===== src/rtl/s_mic_apb_pkg.sv =====
// Shared MIC packet encodings, header field positions and FSM state type
// for the MIC-to-APB completer bridge.
package s_mic_apb_pkg;

  typedef enum logic [1:0] {
    MIC_RD    = 2'd0,
    MIC_WR    = 2'd1,
    MIC_RDATA = 2'd2,
    MIC_WRACK = 2'd3
  } mic_type_e;

  localparam int HDR_TYPE_LSB = 62;
  localparam int HDR_ID_LSB   = 56;
  localparam int HDR_LEN_LSB  = 48;
  localparam int HDR_ADDR_LSB = 3;
  localparam int ID_W         = 6;
  localparam int LEN_W        = 8;
  localparam int ADDR_W       = 37;

  typedef enum logic [2:0] {
    ST_IDLE,
    ST_WBEAT,
    ST_SETUP,
    ST_ACCESS,
    ST_RHDR,
    ST_RDATA,
    ST_WACK
  } state_e;

  // Response headers always carry a zero address field.
  function automatic logic [63:0] mic_hdr(input mic_type_e t, input logic [ID_W-1:0] id,
                                          input logic [LEN_W-1:0] len);
    mic_hdr = {t, id, len, 48'h0};
  endfunction

endpackage


===== src/rtl/s_mic_apb_if.sv =====
// MIC request/response streams plus the APB3 initiator bus of the bridge.
// The slave modport is the bridge's view; master is the environment's view.
interface s_mic_apb_if #(
  parameter int APB_AW = 13
);
  logic [63:0]       i_tdata;
  logic              i_tvalid;
  logic              i_tready;
  logic              i_tlast;
  logic [63:0]       o_tdata;
  logic              o_tvalid;
  logic              o_tready;
  logic              o_tlast;
  logic              psel;
  logic              penable;
  logic              pwrite;
  logic [APB_AW-1:0] paddr;
  logic [31:0]       pwdata;
  logic [31:0]       prdata;
  logic              pready;

  modport slave (
    input  i_tdata, i_tvalid, i_tlast,
    output i_tready,
    output o_tdata, o_tvalid, o_tlast,
    input  o_tready,
    output psel, penable, pwrite, paddr, pwdata,
    input  prdata, pready
  );

  modport master (
    output i_tdata, i_tvalid, i_tlast,
    input  i_tready,
    input  o_tdata, o_tvalid, o_tlast,
    output o_tready,
    input  psel, penable, pwrite, paddr, pwdata,
    output prdata, pready
  );
endinterface


===== src/rtl/s_mic_apb.sv =====
// MIC completer that turns each 64-bit request beat into two 32-bit APB
// transfers (low word first). All bus outputs are registered from next-state.
//
// state     | meaning
// ----------+---------------------------------------------------
// ST_IDLE   | accept header; stray RDATA/WRACK packets drained
// ST_WBEAT  | accept one write data beat
// ST_SETUP  | APB setup phase for the current half
// ST_ACCESS | APB access phase, waits for PREADY
// ST_RHDR   | send RDATA header
// ST_RDATA  | send one read data beat
// ST_WACK   | send WRACK header
module s_mic_apb
  import s_mic_apb_pkg::*;
#(
  parameter int APB_AW = 13
) (
  input logic          clk,
  input logic          reset,
  s_mic_apb_if.slave   bus
);

  state_e             state_q, state_d;
  logic               wr_q, wr_d;
  logic [ID_W-1:0]    id_q, id_d;
  logic [LEN_W-1:0]   len_q, len_d;
  logic [LEN_W-1:0]   beat_q, beat_d;
  logic [ADDR_W-1:0]  addr_q, addr_d;
  logic               half_q, half_d;
  logic [63:0]        wdata_q, wdata_d;
  logic               wlast_q, wlast_d;
  logic [63:0]        rbuf_q, rbuf_d;
  logic               skip_q, skip_d;

  logic               i_tready_q, i_tready_d;
  logic               o_tvalid_q, o_tvalid_d;
  logic [63:0]        o_tdata_q, o_tdata_d;
  logic               o_tlast_q, o_tlast_d;
  logic               psel_q, psel_d;
  logic               penable_q, penable_d;
  logic               pwrite_q, pwrite_d;
  logic [APB_AW-1:0]  paddr_q, paddr_d;
  logic [31:0]        pwdata_q, pwdata_d;

  logic               hs_in, hs_out;
  mic_type_e          hdr_type;

  assign hs_in    = bus.i_tvalid && i_tready_q;
  assign hs_out   = o_tvalid_q && bus.o_tready;
  assign hdr_type = mic_type_e'(bus.i_tdata[HDR_TYPE_LSB +: 2]);

  always_comb begin
    state_d = state_q;
    wr_d    = wr_q;
    id_d    = id_q;
    len_d   = len_q;
    beat_d  = beat_q;
    addr_d  = addr_q;
    half_d  = half_q;
    wdata_d = wdata_q;
    wlast_d = wlast_q;
    rbuf_d  = rbuf_q;
    skip_d  = skip_q;
    case (state_q)
      ST_IDLE: begin
        if (hs_in) begin
          if (skip_q) begin
            skip_d = !bus.i_tlast;
          end else if (hdr_type == MIC_RD || hdr_type == MIC_WR) begin
            wr_d   = (hdr_type == MIC_WR);
            id_d   = bus.i_tdata[HDR_ID_LSB +: ID_W];
            len_d  = bus.i_tdata[HDR_LEN_LSB +: LEN_W];
            addr_d = bus.i_tdata[HDR_ADDR_LSB +: ADDR_W];
            half_d = 1'b0;
            beat_d = '0;
            if (hdr_type == MIC_RD) state_d = ST_SETUP;
            else                    state_d = bus.i_tlast ? ST_WACK : ST_WBEAT;
          end else begin
            skip_d = !bus.i_tlast;
          end
        end
      end
      ST_WBEAT: begin
        if (hs_in) begin
          wdata_d = bus.i_tdata;
          wlast_d = bus.i_tlast;
          half_d  = 1'b0;
          state_d = ST_SETUP;
        end
      end
      ST_SETUP: state_d = ST_ACCESS;
      ST_ACCESS: begin
        if (bus.pready) begin
          if (!wr_q) begin
            if (half_q) rbuf_d[63:32] = bus.prdata;
            else        rbuf_d[31:0]  = bus.prdata;
          end
          if (!half_q) begin
            half_d  = 1'b1;
            state_d = ST_SETUP;
          end else begin
            half_d = 1'b0;
            addr_d = addr_q + ADDR_W'(1);
            if (!wr_q) state_d = (beat_q == '0) ? ST_RHDR : ST_RDATA;
            else       state_d = wlast_q ? ST_WACK : ST_WBEAT;
          end
        end
      end
      ST_RHDR: begin
        if (hs_out) state_d = ST_RDATA;
      end
      ST_RDATA: begin
        if (hs_out) begin
          if (beat_q == len_q) begin
            state_d = ST_IDLE;
          end else begin
            beat_d  = beat_q + LEN_W'(1);
            state_d = ST_SETUP;
          end
        end
      end
      ST_WACK: begin
        if (hs_out) state_d = ST_IDLE;
      end
      default: state_d = ST_IDLE;
    endcase
  end

  // Outputs decoded from the next state so they appear registered with it.
  always_comb begin
    i_tready_d = 1'b0;
    o_tvalid_d = 1'b0;
    o_tdata_d  = '0;
    o_tlast_d  = 1'b0;
    psel_d     = 1'b0;
    penable_d  = 1'b0;
    pwrite_d   = 1'b0;
    paddr_d    = '0;
    pwdata_d   = '0;
    case (state_d)
      ST_IDLE, ST_WBEAT: i_tready_d = 1'b1;
      ST_SETUP, ST_ACCESS: begin
        psel_d    = 1'b1;
        penable_d = (state_d == ST_ACCESS);
        pwrite_d  = wr_d;
        paddr_d   = APB_AW'({addr_d, half_d, 2'b00});
        pwdata_d  = half_d ? wdata_d[63:32] : wdata_d[31:0];
      end
      ST_RHDR: begin
        o_tvalid_d = 1'b1;
        o_tdata_d  = mic_hdr(MIC_RDATA, id_d, len_d);
      end
      ST_RDATA: begin
        o_tvalid_d = 1'b1;
        o_tdata_d  = rbuf_d;
        o_tlast_d  = (beat_d == len_d);
      end
      ST_WACK: begin
        o_tvalid_d = 1'b1;
        o_tdata_d  = mic_hdr(MIC_WRACK, id_d, LEN_W'(0));
        o_tlast_d  = 1'b1;
      end
      default: i_tready_d = 1'b0;
    endcase
  end

  always_ff @(posedge clk) begin
    if (reset) begin
      state_q    <= ST_IDLE;
      wr_q       <= 1'b0;
      id_q       <= '0;
      len_q      <= '0;
      beat_q     <= '0;
      addr_q     <= '0;
      half_q     <= 1'b0;
      wdata_q    <= '0;
      wlast_q    <= 1'b0;
      rbuf_q     <= '0;
      skip_q     <= 1'b0;
      i_tready_q <= 1'b0;
      o_tvalid_q <= 1'b0;
      o_tdata_q  <= '0;
      o_tlast_q  <= 1'b0;
      psel_q     <= 1'b0;
      penable_q  <= 1'b0;
      pwrite_q   <= 1'b0;
      paddr_q    <= '0;
      pwdata_q   <= '0;
    end else begin
      state_q    <= state_d;
      wr_q       <= wr_d;
      id_q       <= id_d;
      len_q      <= len_d;
      beat_q     <= beat_d;
      addr_q     <= addr_d;
      half_q     <= half_d;
      wdata_q    <= wdata_d;
      wlast_q    <= wlast_d;
      rbuf_q     <= rbuf_d;
      skip_q     <= skip_d;
      i_tready_q <= i_tready_d;
      o_tvalid_q <= o_tvalid_d;
      o_tdata_q  <= o_tdata_d;
      o_tlast_q  <= o_tlast_d;
      psel_q     <= psel_d;
      penable_q  <= penable_d;
      pwrite_q   <= pwrite_d;
      paddr_q    <= paddr_d;
      pwdata_q   <= pwdata_d;
    end
  end

  assign bus.i_tready = i_tready_q;
  assign bus.o_tvalid = o_tvalid_q;
  assign bus.o_tdata  = o_tdata_q;
  assign bus.o_tlast  = o_tlast_q;
  assign bus.psel     = psel_q;
  assign bus.penable  = penable_q;
  assign bus.pwrite   = pwrite_q;
  assign bus.paddr    = paddr_q;
  assign bus.pwdata   = pwdata_q;

endmodule


===== src/flat_wrapper.sv =====
// flat-port wrapper written by rule: the top's interface ports become plain ports
module s_mic_apb_flat import s_mic_apb_pkg::*;
#(
  parameter int APB_AW = 13
)
  (clk, reset, bus_i_tdata, bus_i_tvalid, bus_i_tlast, bus_i_tready, bus_o_tdata, bus_o_tvalid, bus_o_tlast, bus_o_tready, bus_psel, bus_penable, bus_pwrite, bus_paddr, bus_pwdata, bus_prdata, bus_pready);
  s_mic_apb_if #(.APB_AW(APB_AW)) bus_i ();
  input logic clk;
  input logic reset;
  input wire logic [$bits(bus_i.i_tdata)-1:0] bus_i_tdata;
  input wire logic [$bits(bus_i.i_tvalid)-1:0] bus_i_tvalid;
  input wire logic [$bits(bus_i.i_tlast)-1:0] bus_i_tlast;
  output wire logic [$bits(bus_i.i_tready)-1:0] bus_i_tready;
  output wire logic [$bits(bus_i.o_tdata)-1:0] bus_o_tdata;
  output wire logic [$bits(bus_i.o_tvalid)-1:0] bus_o_tvalid;
  output wire logic [$bits(bus_i.o_tlast)-1:0] bus_o_tlast;
  input wire logic [$bits(bus_i.o_tready)-1:0] bus_o_tready;
  output wire logic [$bits(bus_i.psel)-1:0] bus_psel;
  output wire logic [$bits(bus_i.penable)-1:0] bus_penable;
  output wire logic [$bits(bus_i.pwrite)-1:0] bus_pwrite;
  output wire logic [$bits(bus_i.paddr)-1:0] bus_paddr;
  output wire logic [$bits(bus_i.pwdata)-1:0] bus_pwdata;
  input wire logic [$bits(bus_i.prdata)-1:0] bus_prdata;
  input wire logic [$bits(bus_i.pready)-1:0] bus_pready;
  assign bus_i.i_tdata = bus_i_tdata;
  assign bus_i.i_tvalid = bus_i_tvalid;
  assign bus_i.i_tlast = bus_i_tlast;
  assign bus_i_tready = bus_i.i_tready;
  assign bus_o_tdata = bus_i.o_tdata;
  assign bus_o_tvalid = bus_i.o_tvalid;
  assign bus_o_tlast = bus_i.o_tlast;
  assign bus_i.o_tready = bus_o_tready;
  assign bus_psel = bus_i.psel;
  assign bus_penable = bus_i.penable;
  assign bus_pwrite = bus_i.pwrite;
  assign bus_paddr = bus_i.paddr;
  assign bus_pwdata = bus_i.pwdata;
  assign bus_i.prdata = bus_prdata;
  assign bus_i.pready = bus_pready;
  s_mic_apb #(.APB_AW(APB_AW)) u_core (.clk(clk), .reset(reset), .bus(bus_i));
endmodule

===== config.mk =====
export PLATFORM = sky130hd
export DESIGN_NAME = s_mic_apb_flat
export DESIGN_NICKNAME = d
export VERILOG_FILES = /design/src/rtl/s_mic_apb_pkg.sv /design/src/rtl/s_mic_apb_if.sv /design/src/rtl/s_mic_apb.sv /design/src/flat_wrapper.sv
export SDC_FILE = /design/constraint.sdc
export NUM_CORES = 1
export LEC_CHECK = 0
export ABC_AREA = 1
export BUFFER_PORTS_ARGS = -buffer_cell sky130_fd_sc_hd__buf_4
export CAP_MARGIN = 20
export CORE_UTILIZATION = 50
export DETAILED_ROUTE_END_ITERATION = 10
export GPL_TIMING_DRIVEN = 0
export PLACE_DENSITY = 0.83
export SLEW_MARGIN = 20
export SYNTH_ARGS = -nofsm -noshare
export SYNTH_HDL_FRONTEND = slang
export SYNTH_SLANG_ARGS = --single-unit

===== constraint.sdc =====
create_clock -name clk -period 2.6 [get_ports clk]
set_input_delay 0.13 -clock clk [delete_from_list [all_inputs] [get_ports clk]]
set_output_delay 0.13 -clock clk [all_outputs]
set_load 0.01 [all_outputs]

==> flow_summary.ini, run 1 <==
[clock_network]
cts_tree = yes
postCtsSetupRepairBufs = 0
clock_tree.buffer_depth = 3
post_cts.resized_instances = 0
htree_num_levels = 1
cts_inserted_buffers = 28
ctsRootBufferMaster = sky130_fd_sc_hd__clkbuf_16
cts.reportedPaths.clkPinSlew_ps = 60
cts_hold_repair.buffers = 93
tritoncts_num_sinks = 280
clkLatencyLatePin_ps = 540

[power_and_ir_drop]
power.net_switching_uw = 3180
sw_frac_of_total = 0.283
ir_worst_vdd_mv = 0.538
internal_power_uw = 8060
seqPwrFrac = 0.408
leakage_uw = 0.00676
clkPwrFrac = 0.400
power_density_nw_per_um2 = 776
combPwrFrac = 0.192

[timing]
clock_skew_ps = 14.9
period_minus_slack_ps = 2350
finalHoldViolCount = 0
layout_worst_path_cycle_share = 0.903
finalSetupViolations = 0
max_slew_margin = 0.521
rsz0062_at_grt = no
final.setup.worst_slack_ps = 253
finalMaxSlewViolations = 0
slew_worst_pin_ps = 718
fin_tns_setup_ps = 0
fmax_ghz = 0.426

[yosys]
synth-main-ff-cell = sky130_fd_sc_hd__dfxtp_1
synth_edf_count = 0
synth_cell_type_count = 43
synth_area_um2 = 10600
synth_area_leader_cell = sky130_fd_sc_hd__dfxtp_1
post_synth_main_area_contributors = sky130_fd_sc_hd__dfxtp_1 53%, sky130_fd_sc_hd__nor2_1 11%, sky130_fd_sc_hd__mux2i_1 7.5%, sky130_fd_sc_hd__nand2_1 4.5%, sky130_fd_sc_hd__inv_1 3.2%
synth_sequential_area_ratio = 0.531
synthArstFlopShare = 0
synthesis_stage_register_bit_count = 280
post_synth_inst_count = 1247
synth-warning-count = 0
area_fraction_of_the_dominant_cell_type_after_synthesis = 0.531
postSynthAreaPerCell_um2 = 8.47

[grt]
grt_overflow_total = 0
grtUsageTotal = 0.287
antenna_found_initial = 0
grt_max_degree = 15
grt_pass1_vias = 9615
wire_length_of_the_first_global_routing_pass_mm = 49.0

[route]
vias = 9874
drt-pass1-iter-count = 5
routed_wire_length_per_instance_um = 16.8
drt-total-wl_mm = 31.5
initialDrtViolationCount = 738
drt_drc_violations_left = 0
drtAntennaViolNets = 0
vias_per_cell = 5.26

[finish]
areaGrowthSynthToFinish_pct = 37.2
n_fill_cell = 1506
final_layout_size_suffix_gt1_frac = 0.210
design.final.nets = 1690
stdcell_count = 1877

[die]
core_area_um2 = 20500
dieWidth_um = 147
fp-row-count = 52
i_o_pin_count = 217
floorplan.die.height_um = 147
fp.dieArea_um2 = 21700
floorplan.initialDensity = 0.515

[worst_setup_path]
cp-start-kind = flip-flop
r2r.worst_path.cells = 9
crit_path_start = u_core.state_q[1]
r2r_slack_ps = 250
crit_path_end_kind = flip-flop
worst-setup-path-type = flip-flop to flip-flop
cp-endpoint = u_core.bus.pwdata[29]
timing.rr.end = u_core.bus.pwdata[29]
worst-path-max-fanout = 10
worst-endpoint-required_ps = 3030
worstPathArrival_ps = 2780
regToRegStartpoint = u_core.state_q[1]

[placement]
finalWeightedCongestion = 0.873
post-dp-hpwl_mm = 20.7
pre_cts_ws_ps = 380
portBuffers = 214
dpl.cell_count = 1732

[status]
status = complete, no violations

[flow_run]
max-cap-violations = 0

[worst_hold_path]
timing.hold.worst.class = input port to flip-flop
worst max-delay path: stages, from the launching register on:
cell and delay [ps]:
sky130_fd_sc_hd__dfxtp_1 430, sky130_fd_sc_hd__nand2_1 140, sky130_fd_sc_hd__nor2_4 280, sky130_fd_sc_hd__inv_2 150, sky130_fd_sc_hd__o21bai_1 150, sky130_fd_sc_hd__nand2_1 220, sky130_fd_sc_hd__inv_1 270, sky130_fd_sc_hd__buf_2 310
sky130_fd_sc_hd__nor2_1 100, sky130_fd_sc_hd__o21a_1 180
layout make-up:
cell class	count	area, um2	area share
antenna	1	2.50	0.000173
buffer	67	325	0.0225
clock buffer	37	816	0.0563
clock inverter	14	230	0.0159
inverter	103	389	0.0269
multi-input combinational	798	4240	0.293
sequential	280	5610	0.387
tap	270	338	0.0233
timing repair buffer	307	2540	0.175
registers in the layout (all words and copies together), names as in the netlist:
name                 cells
u_core.bus.i_tready      1
u_core.skip_q            1
u_core.bus.o_tdata      64
u_core.bus.paddr        11
u_core.bus.psel          1
u_core.half_q            1
u_core.state_q           3
u_core.id_q              6
u_core.beat_q            8
u_core.bus.penable       1
u_core.wlast_q           1
u_core.rbuf_q           64
u_core.wdata_q          64
u_core.len_q             8
u_core.bus.o_tvalid      1
u_core.wr_q              1
u_core.bus.o_tlast       1
u_core.bus.pwdata       32
u_core.addr_q           10
u_core.bus.pwrite        1
layout by cell type (no fill, tap or decap), drive strengths merged, types with 50 or more instances in the layout:
cell,count
inv,103
dlygate4sd3,93
buf,247
nor4,50
nand2,131
nor3,55
clkbuf,71
mux2i,79
dfxtp,280
nor2,328
worst min-delay path by stage:
stage | from | end | slack (ps) | cells after the start
global route | bus_i_tdata[10] | u_core.addr_q[7] | 60 | 5
global placement | bus_i_tdata[31] | u_core.wdata_q[31] | 380 | 3
CTS | bus_i_tdata[10] | u_core.wdata_q[10] | 10 | 5
finish | bus_i_tdata[10] | u_core.bus.paddr[10] | 20 | 5
detailed placement | bus_i_tdata[46] | u_core.wdata_q[46] | 390 | 3
floorplan | bus_prdata[16] | u_core.rbuf_q[48] | 290 | 2
metal layers:
layer  part of all wire  track usage  wire (um)  up-vias
li1                   -            -          -     4724
met1               0.41        0.358      12900     4621
met5                  0            0          0        -
met2               0.48        0.487      15200      431
met4              0.046        0.142       1460        0
met3              0.061       0.0376       1910       98
kinds of logic after synthesis:
group | synth area share
mux | 0.0749
xor+xnor | 0.00415
fa+ha+maj | 0.00356
buf+inv | 0.0677
flops | 0.531
compound gates | 0.0624
other cells | 0.000355
simple gates | 0.256
synthesized netlist by cell type (2+ instances only):
cell type and count:
sky130_fd_sc_hd__inv_1 90, sky130_fd_sc_hd__nand2_2 4, sky130_fd_sc_hd__xor2_1 2, sky130_fd_sc_hd__nor2_4 4, sky130_fd_sc_hd__nand4_1 11, sky130_fd_sc_hd__a221oi_1 4, sky130_fd_sc_hd__o22a_1 6, sky130_fd_sc_hd__or2_2 4
sky130_fd_sc_hd__buf_4 3, sky130_fd_sc_hd__o221ai_1 2, sky130_fd_sc_hd__a21oi_1 21, sky130_fd_sc_hd__o21ai_0 22, sky130_fd_sc_hd__o21ai_1 3, sky130_fd_sc_hd__mux2i_1 79, sky130_fd_sc_hd__nand2_1 126, sky130_fd_sc_hd__nor3_1 55
sky130_fd_sc_hd__clkbuf_1 34, sky130_fd_sc_hd__buf_2 26, sky130_fd_sc_hd__buf_6 4, sky130_fd_sc_hd__inv_2 12, sky130_fd_sc_hd__ha_1 3, sky130_fd_sc_hd__nor4_2 10, sky130_fd_sc_hd__o21a_1 32, sky130_fd_sc_hd__dfxtp_1 280
sky130_fd_sc_hd__xnor2_1 3, sky130_fd_sc_hd__o21bai_1 3, sky130_fd_sc_hd__nand3_1 29, sky130_fd_sc_hd__nor2_1 322, sky130_fd_sc_hd__nor4_1 39
power by group through the flow:
| stage | registers (uW) | clock network (uW) | logic [uW] |
|---|---|---|---|
| floorplan | 4670 | 0 | 1330 |
| global placement | 4660 | 0 | 1940 |
| detailed placement | 4670 | 0 | 1970 |
| CTS | 4580 | 4500 | 2100 |
| global route | 4590 | 4720 | 2330 |
| finish | 4580 | 4490 | 2160 |
through the flow:
step                      area (um2)  utilization  hold slack [ps]  power (uW)
after CTS                      14500        0.707             11.7       11200
final                          14500        0.707             24.0       11200
after global placement         12500        0.610              384        6600
after global routing           14500        0.707             58.7       11600
after floorplan                10600            -              294        5990
after detailed placement       12500        0.610              392        6630
No activity file was read; power rests on OpenSTA's default activity.
==> run 2, diff against run 1 <==
--- a/config.mk
+++ b/config.mk
@@ -8,10 +8,10 @@
 export ABC_AREA = 1
 export BUFFER_PORTS_ARGS = -buffer_cell sky130_fd_sc_hd__buf_4
 export CAP_MARGIN = 20
-export CORE_UTILIZATION = 50
+export CORE_UTILIZATION = 30
 export DETAILED_ROUTE_END_ITERATION = 10
 export GPL_TIMING_DRIVEN = 0
-export PLACE_DENSITY = 0.83
+export PLACE_DENSITY = 0.58
 export SLEW_MARGIN = 20
 export SYNTH_ARGS = -nofsm -noshare
 export SYNTH_HDL_FRONTEND = slang
==> run 2 against run 1 <==
First-iteration DRC count fell by 25%. Die area grew 66%. Clock skew grew 0.60 ps. Via count is 5.4% lower. Non-clock buffer count fell by 2. Total power rose by 0.17%. Cell count is 10% higher. Largest power group unchanged. Core utilization decreased by 28 points. Register-to-register slack hardly changed. Global-route usage decreased by 11 points.
==> flow_summary.ini, run 2 (synthesized netlist as in run 1, its figures left out) <==
[worst_setup_path]
crit_path_end_kind = flip-flop
worst-setup-path-type = flip-flop to flip-flop
cp-endpoint = u_core.bus.o_tdata[48]
crit_path_start = u_core.state_q[2]
worst-endpoint-required_ps = 2980
regToRegStartpoint = u_core.state_q[2]
r2r.worst_path.cells = 10
worstPathArrival_ps = 2720
worst-path-max-fanout = 9
cp-start-kind = flip-flop
timing.rr.end = u_core.bus.o_tdata[48]
r2r_slack_ps = 270

[die]
fp.dieArea_um2 = 36000
fp-row-count = 68
floorplan.die.height_um = 190
core_area_um2 = 34600
dieWidth_um = 190
i_o_pin_count = 217
floorplan.initialDensity = 0.305

[finish]
areaGrowthSynthToFinish_pct = 39.6
multiInputGateArea_um2 = 4250
design.final.nets = 1694
mostFrequentLayoutCell = sky130_fd_sc_hd__nor2_1
final_cell_mix = 322 x sky130_fd_sc_hd__nor2_1, 280 x sky130_fd_sc_hd__dfxtp_1, 217 x sky130_fd_sc_hd__buf_4, 126 x sky130_fd_sc_hd__nand2_1, 91 x sky130_fd_sc_hd__dlygate4sd3_1
final_layout_size_suffix_gt1_frac = 0.210
postLayoutCoreUtil = 0.426
stdcell_count = 2067
number_of_antenna_cells_inserted = 0
n_fill_cell = 3450
seqCellArea_um2 = 5610

[timing]
whs_ps = 23.0
fmax_ghz = 0.429
max_slew_margin = 0.479
layout_worst_path_cycle_share = 0.897
finalSetupViolations = 0
final.setup.worst_slack_ps = 267
finalHoldViolCount = 0
period_minus_slack_ps = 2330
finalMaxSlewViolations = 0
fin_tns_setup_ps = 0
rsz0062_at_grt = no
slew_worst_pin_ps = 781
clock_skew_ps = 15.5

[route]
drt-total-wl_mm = 31.9
drt-pass1-iter-count = 5
vias_per_cell = 4.52
vias = 9336
drtAntennaViolNets = 0
drt_drc_violations_left = 0
routed_wire_length_per_instance_um = 15.5
initialDrtViolationCount = 552

[worst_hold_path]
timing.hold.worst.class = input port to flip-flop

[grt]
grt_max_degree = 13
wire_length_of_the_first_global_routing_pass_mm = 49.5
antenna_found_initial = 0
grtUsageTotal = 0.177
grt_pass1_vias = 9275
grt_overflow_total = 0

[clock_network]
clock_tree.buffer_depth = 3
cts_inserted_buffers = 34
ctsRootBufferMaster = sky130_fd_sc_hd__clkbuf_16
htree_num_levels = 2
cts_tree = yes
clkLatencyLatePin_ps = 500
tritoncts_num_sinks = 280
cts.reportedPaths.clkPinSlew_ps = 60

[power_and_ir_drop]
power_density_nw_per_um2 = 764
leakage_uw = 0.00676
ir_worst_vdd_mv = 0.472

[placement]
post-dp-hpwl_mm = 23.9
portBuffers = 214
pre_cts_ws_ps = 192
dpl.cell_count = 1917
finalWeightedCongestion = 0.836

[flow_run]
max-cap-violations = 0

[status]
status = complete, no violations
run 2: cell count changes in the layout (fill, tap and decap cells not counted), moves of 2 or more:
cell | previous run | this run
sky130_fd_sc_hd__clkinv_2 | 5 | 3
sky130_fd_sc_hd__dlygate4sd3_1 | 93 | 91
sky130_fd_sc_hd__clkinv_4 | 2 | 0
sky130_fd_sc_hd__bufinv_16 | 6 | 1
sky130_fd_sc_hd__clkbuf_16 | 29 | 35
sky130_fd_sc_hd__clkbuf_1 | 36 | 44
run 2: per-stage QoR:
stage	total power, uW	area, um2
after floorplan	5990	10600
after global placement	6670	12700
after detailed placement	6680	12700
after CTS	11400	14700
after global routing	11800	14700
final	11300	14700
run 2: how the worst min path moves through the flow:
stage	from	endpoint	slack [ps]	cells past startpoint
after floorplan	bus_prdata[16]	u_core.rbuf_q[48]	290	2
after global placement	bus_i_tdata[32]	u_core.wdata_q[32]	390	3
after detailed placement	bus_i_tdata[0]	u_core.wdata_q[0]	390	3
after CTS	reset	u_core.addr_q[2]	5	4
after global routing	reset	u_core.addr_q[2]	60	4
final	reset	u_core.addr_q[2]	20	4
run 2: cell type report:
| type | count | share of cell area |
|---|---|---|
| sequential | 280 | 0.380 |
| buffer | 67 | 0.0221 |
| clock buffer | 52 | 0.0685 |
| multi-input combinational | 798 | 0.288 |
| timing repair buffer | 305 | 0.171 |
| tap | 455 | 0.0386 |
| clock inverter | 7 | 0.00492 |
| inverter | 103 | 0.0264 |
run 2: worst max-delay path, stage by stage (launching register included):
cell	delay, ps
sky130_fd_sc_hd__dfxtp_1	290
sky130_fd_sc_hd__buf_2	170
sky130_fd_sc_hd__nand3_1	250
sky130_fd_sc_hd__inv_2	130
sky130_fd_sc_hd__a21oi_1	160
sky130_fd_sc_hd__nand3_1	120
sky130_fd_sc_hd__nor2_4	260
sky130_fd_sc_hd__nand2_2	190
sky130_fd_sc_hd__nor2_2	310
sky130_fd_sc_hd__a21oi_1	110
sky130_fd_sc_hd__nor2_1	230
run 2: power by group:
group	internal (uW)	switching (uW)
logic	772	1350
clock network	2780	1770
registers	4490	90.2
run 2: what timing repair did:
action | 4_1_cts | 5_1_grt
hold buffers | 91 | 0
buffers inserted | 0 | 0
resized for setup | 0 | 1
endpoints found under the setup margin | 0 | 1
endpoints found under the hold margin | 163 | 0
run 2: layer usage:
layer / part of all wire / GRT usage / vias to the layer above / wire length, um
met5: 0 / 0 / - / 0
met2: 0.47 / 0.294 / 194 / 15100
li1: - / - / 4740 / -
met4: 0.024 / 0.0568 / 0 / 772
met3: 0.043 / 0.0310 / 53 / 1380
met1: 0.46 / 0.232 / 4349 / 14700
